File: src/rtl/bundle_packer.sv
// bundle_packer: pairs single decoded instructions into 60-bit dual-issue bundles, padding with a NOP on flush or timeout.
// Optional BUNDLE_BRANCH_CLOSE_EN: a branch accepted with no partner closes its own bundle with a NOP slot 2.
module bundle_packer #(
    parameter int         FLUSH_TIMEOUT = 8,
    parameter logic [6:0] NOP_OPCODE    = 7'h00
) (
    input  logic        clock_i,
    input  logic        reset_n_i,
    input  logic        instr_valid_i,
    output logic        instr_ready_o,
    input  logic        isBranch_i,
    input  logic        instructionFormat_i,
    input  logic [6:0]  opcode_i,
    input  logic [4:0]  reg_i,
    input  logic [15:0] operand_i,
    input  logic        flush_i,
    output logic [59:0] bundle_o,
    output logic        bundle_valid_o,
    input  logic        bundle_ready_i
);
    // state    | meaning
    // ST_EMPTY | hold slot free
    // ST_HALF  | one instruction held, waiting for a partner or a pad
    // (the output register's OUT condition is tracked separately by out_valid)
    typedef enum logic {ST_EMPTY, ST_HALF} state_t;

    typedef struct packed {
        logic        fmt;
        logic        br;
        logic [6:0]  op;
        logic [4:0]  rg;
        logic [15:0] opnd;
    } slot_t;

    localparam int CW = (FLUSH_TIMEOUT < 2) ? 1 : $clog2(FLUSH_TIMEOUT + 1);
    localparam logic [CW-1:0] TO_MAX  = CW'(FLUSH_TIMEOUT);
    localparam logic [CW-1:0] TO_LAST = CW'((FLUSH_TIMEOUT > 0) ? FLUSH_TIMEOUT - 1 : 0);
    localparam slot_t NOP_SLOT = slot_t'({2'b00, NOP_OPCODE, 21'd0});

    state_t          state, state_nxt;
    slot_t           hold, hold_nxt, in_slot;
    logic [59:0]     out_bundle, out_nxt;
    logic            out_valid, ov_nxt;
    logic [CW-1:0]   cnt, cnt_nxt, cnt_inc;
    logic            flush_pend, fp_nxt;
    logic            out_free, accept, timeout_hit, load, close_branch, in_branch;

    function automatic logic [59:0] pack_bundle(input slot_t s1, input slot_t s2);
        logic [59:0] r;
        if (s1.fmt)
            r = {s1, s2};
        else
            r = {s1.fmt, s1.br, s1.op, s1.rg, s1.opnd[4:0], s2, 11'd0};
        return r;
    endfunction

    // Format-0 operands are zero-extended from [4:0] at capture time.
    assign in_slot = {instructionFormat_i, isBranch_i, opcode_i, reg_i,
                      instructionFormat_i ? operand_i : {11'd0, operand_i[4:0]}};

    assign out_free      = !out_valid || bundle_ready_i;
    assign instr_ready_o = (state == ST_EMPTY) || out_free;
    assign accept        = instr_valid_i && instr_ready_o;
    assign timeout_hit   = (FLUSH_TIMEOUT != 0) && (cnt >= TO_LAST);
    assign cnt_inc       = (cnt == TO_MAX) ? cnt : cnt + 1'b1;

`ifdef BUNDLE_BRANCH_CLOSE_EN
    assign close_branch = hold.br;
    assign in_branch    = isBranch_i;
`else
    assign close_branch = 1'b0;
    assign in_branch    = 1'b0;
`endif

    always_comb begin
        state_nxt = state;
        hold_nxt  = hold;
        out_nxt   = out_bundle;
        ov_nxt    = out_valid && !bundle_ready_i;
        load      = 1'b0;
        case (state)
            ST_EMPTY: begin
                if (accept) begin
                    if (in_branch && out_free) begin
                        out_nxt = pack_bundle(in_slot, NOP_SLOT);
                        ov_nxt  = 1'b1;
                    end else begin
                        hold_nxt  = in_slot;
                        state_nxt = ST_HALF;
                    end
                end
            end
            ST_HALF: begin
                // A held branch closes first; a concurrent accept simply refills the hold slot.
                if (close_branch && out_free) begin
                    out_nxt = pack_bundle(hold, NOP_SLOT);
                    ov_nxt  = 1'b1;
                    load    = 1'b1;
                    if (accept)
                        hold_nxt = in_slot;
                    else
                        state_nxt = ST_EMPTY;
                end else if (accept) begin
                    out_nxt   = pack_bundle(hold, in_slot);
                    ov_nxt    = 1'b1;
                    load      = 1'b1;
                    state_nxt = ST_EMPTY;
                end else if ((flush_i || flush_pend || timeout_hit) && out_free) begin
                    out_nxt   = pack_bundle(hold, NOP_SLOT);
                    ov_nxt    = 1'b1;
                    load      = 1'b1;
                    state_nxt = ST_EMPTY;
                end
            end
            default: state_nxt = ST_EMPTY;
        endcase
        cnt_nxt = (state == ST_HALF && !load) ? cnt_inc : '0;
        fp_nxt  = (state == ST_HALF && !load) ? (flush_pend || flush_i) : 1'b0;
    end

    always_ff @(posedge clock_i or negedge reset_n_i) begin
        if (!reset_n_i) begin
            state      <= ST_EMPTY;
            hold       <= '0;
            out_bundle <= '0;
            out_valid  <= 1'b0;
            cnt        <= '0;
            flush_pend <= 1'b0;
        end else begin
            state      <= state_nxt;
            hold       <= hold_nxt;
            out_bundle <= out_nxt;
            out_valid  <= ov_nxt;
            cnt        <= cnt_nxt;
            flush_pend <= fp_nxt;
        end
    end

    assign bundle_o       = out_bundle;
    assign bundle_valid_o = out_valid;

endmodule

File: config.mk
export PLATFORM = sky130hd
export DESIGN_NAME = bundle_packer
export DESIGN_NICKNAME = d
export VERILOG_FILES = /design/src/rtl/bundle_packer.sv
export SDC_FILE = /design/constraint.sdc
export NUM_CORES = 1
export LEC_CHECK = 0
export CORE_ASPECT_RATIO = 0.7
export CORE_MARGIN = 2
export CORE_UTILIZATION = 45
export CTS_CLUSTER_SIZE = 28
export DETAILED_ROUTE_END_ITERATION = 8
export PLACE_DENSITY = 0.72
export SLEW_MARGIN = 20
export SYNTH_ARGS = -nofsm -noshare
export SYNTH_HDL_FRONTEND = slang
export SYNTH_SLANG_ARGS = --single-unit
File: constraint.sdc
create_clock -name clock_i -period 3.4 [get_ports clock_i]
set_input_delay 1.02 -clock clock_i [delete_from_list [all_inputs] [get_ports clock_i]]
set_output_delay 1.02 -clock clock_i [all_outputs]
set_load 0.01 [all_outputs]
==> qor.txt, run 1 <==
post-synthesis xor/xnor area fraction - 0.583%
cell with the most instances after synthesis - dfrtp_1
dominant synthesized flop cell - dfrtp_1
PortBufs - 96
startpoint types - input pin
worst hold path type - flip-flop to flip-flop
hold_buf cts - 0
Simple-Gate Fraction of Synth Area - 10.2%
final WL - 10200 um
post-CTS setup buffers - 0
setup slack, reg-to-reg - 1.20 ns
Cell Rows - 30
register area share after synthesis - 53.9%
GP Congestion - 0.772
mux contribution to synthesized area - 24.3%
synthesized flop and latch total - 97
Crit. End Element - output port
number of remaining DRC errors - 0
Leak - 2.53 nW
Starting Density - 46.3%
final period demand of the worst path - 3.34 ns
slowest CP cell - clkdlybuf4s50_1
clock latency on the worst-skew pair - 0.34 ns
number of synthesized flops with an enable pin - 0
VDD IR max - 0.555 mV
register area - 2430 um2
Tot Pwr - 5.27 mW
fraction of layout cells with a size suffix above 1 - 24.9%
Vias/cell - 5.26
syn nets - 386
crit-path leading delay family - buffers and inverters
post-synthesis cell count - 349
H-tree levels - 3
maxcap violations - 0
Final HPWL DP - 6870 um
Pins Over Slew Limit - 0
Synth Warn # - 0
Compound-Gate Fraction of Synth Area - 6.89%
DR vias - 2995
Fin Setup TNS - 0 ns
post-synthesis async set-or-reset flop share - 100%
Total GRT Usage - 20.1%
first-pass GRT wire length - 16500 um
Slew headroom - 34.1%
arrival time at the worst endpoint - 2.32 ns
Setup violations, final - 0
Worst Hold Depth - 2
Worst EP required - 2.38 ns
slowest stage delay, CP - 0.59 ns
Worst Path Buf+Inv - 2
Area Growth Syn to Fin - 29.1%
synthesized-area fraction occupied by adder cells - 0.556%
Nets - 473
RSZ-0062 raised after global routing - false
Worst R2R Path Depth - 3
vias in the first global route - 3144
CTS clk-pin slew, worst paths - 0.06 ns
First DRT Iteration DRCs - 192
DIE AREA - 10800 um2
Clock Tree Root - clkbuf_16
synth top area cells - dfrtp_1 54%, mux2_2 14%, mux2_4 9.7%
cell taking the most area after synthesis - dfrtp_1
area of the multi-input gates - 1910 um2
Worst Skew - 0.00539 ns
drt pass-1 iters - 4
CTS tree - done
largest net degree at the start of global routing - 62
Worst Tran Pin Value - 0.989 ns
Critical Path Fanout Max - 2
Yosys cell types - 29
IO Pins - 97
Synth top area share - 53.9%
Core Footprint - 9720 um2
main combinational cell family by area after synthesis - multiplexers
Die Height - 87.7 um
Cell Chain, Critical Path - clkdlybuf4s50_1 > nand3b_1 > clkdlybuf4s50_1
syn avg cell area - 12.9 um2
Layout fillers - 777
total grt overflow - 0
Routed WL per cell - 18.0 um
mapped cell area - 4500 um2
Die W - 124 um
Fmax achieved - 300 MHz
Worst path depth - 3
CTS Buf Count - 9
Antenna diodes - 0
clk buf depth - 2
most frequent cells after synthesis - 97 x dfrtp_1, 55 x mux2_2, 37 x nand2_1, 29 x mux2_4, 16 x a21boi_0
Sink Count - 97
PD cells - 906 nW/um2
Post-DRT Antenna Nets - 0
status - finished, final reports clean
crit path kind - input pin to output port
setup slack after layout - 0.0626 ns
post-cts gate resize count - 0
period utilisation layout - 98.2%
pre-CTS WS - 0.0704 ns
most used cell, CP - clkdlybuf4s50_1
Hold Fails Final Rpt - 0
initial antenna violation count - 0
## worst reg2reg max path, cell delays in order (launching register included)
cell,delay (ns)
dfrtp_2,1.02
nor2b_1,0.43
a32o_1,0.38
mux2_4,0.26
## stage by stage
step	util, %	instance area [um2]	hold WS [ns]	instances
6_report	59.8	5820	0.477	569
3_3_place_gp	57.0	5540	0.456	553
5_1_grt	59.8	5820	0.505	569
2_1_floorplan	-	4500	0.444	349
4_1_cts	59.8	5820	0.481	569
3_5_place_dp	57.0	5540	0.466	553
## registers in the layout, summed over array words and instances (netlist names)
name / cells
bundle_o: 60
bundle_valid_o: 1
cnt: 4
flush_pend: 1
hold: 30
state: 1
## logic make-up after synthesis
kind of cell | count (synthesis)
AOI/OAI and AO/OA | 41
xor gates and xnor gates | 3
adders and majority gates | 2
buffers and inverters | 29
DFF | 97
muxes | 88
and+or+nand+nor | 89
## power by group
group	internal, mW	switching, mW
combinational	1.41	0.821
sequential	1.68	0.417
clock	0.518	0.428
## final timing paths
kind | from | to
min in group asynchronous | reset_n_i | bundle_o[47]
max | bundle_ready_i | instr_ready_o
min reg2reg | hold[14] | hold[14]
max reg2reg | hold[29] | bundle_o[31]
max in group asynchronous | reset_n_i | hold[12]
min | hold[14] | hold[14]
## cell usage in the layout (no fill, tap or decap), types with 6 or more instances in the layout
| cell | instances |
|---|---|
| a21boi_0 | 16 |
| a32o_1 | 10 |
| clkbuf_16 | 9 |
| clkdlybuf4s50_1 | 95 |
| dfrtp_1 | 96 |
| mux2_2 | 55 |
| mux2_4 | 29 |
| nand2_1 | 37 |
| nand2b_1 | 6 |
| nand3_1 | 6 |
| nand3b_1 | 13 |
| nor2_1 | 10 |
| o21ai_0 | 12 |
## area by class of cell
cell class | instances | area share (%)
flip-flops and latches | 97 | 41.8
multi-input cells | 223 | 32.9
repair buffers | 102 | 17.7
clock buffers | 12 | 4.24
well taps | 128 | 2.75
clock inverters | 4 | 0.473
inverters | 3 | 0.194
## metal layers
metal  part of all wire (%)  track usage (%)
met1                     47             28.4
met2                     46             30.7
met3                    6.5             6.12
met4                   0.81             4.86
met5                      0                0
(Power assumes the default switching activity.)
==> run 2, diff against run 1 <==
HOLD_SLACK_MARGIN = 0.12   (was not set)
==> results of run 2 <==
The final DEF is identical to that of run 1; final timing and power are the same.
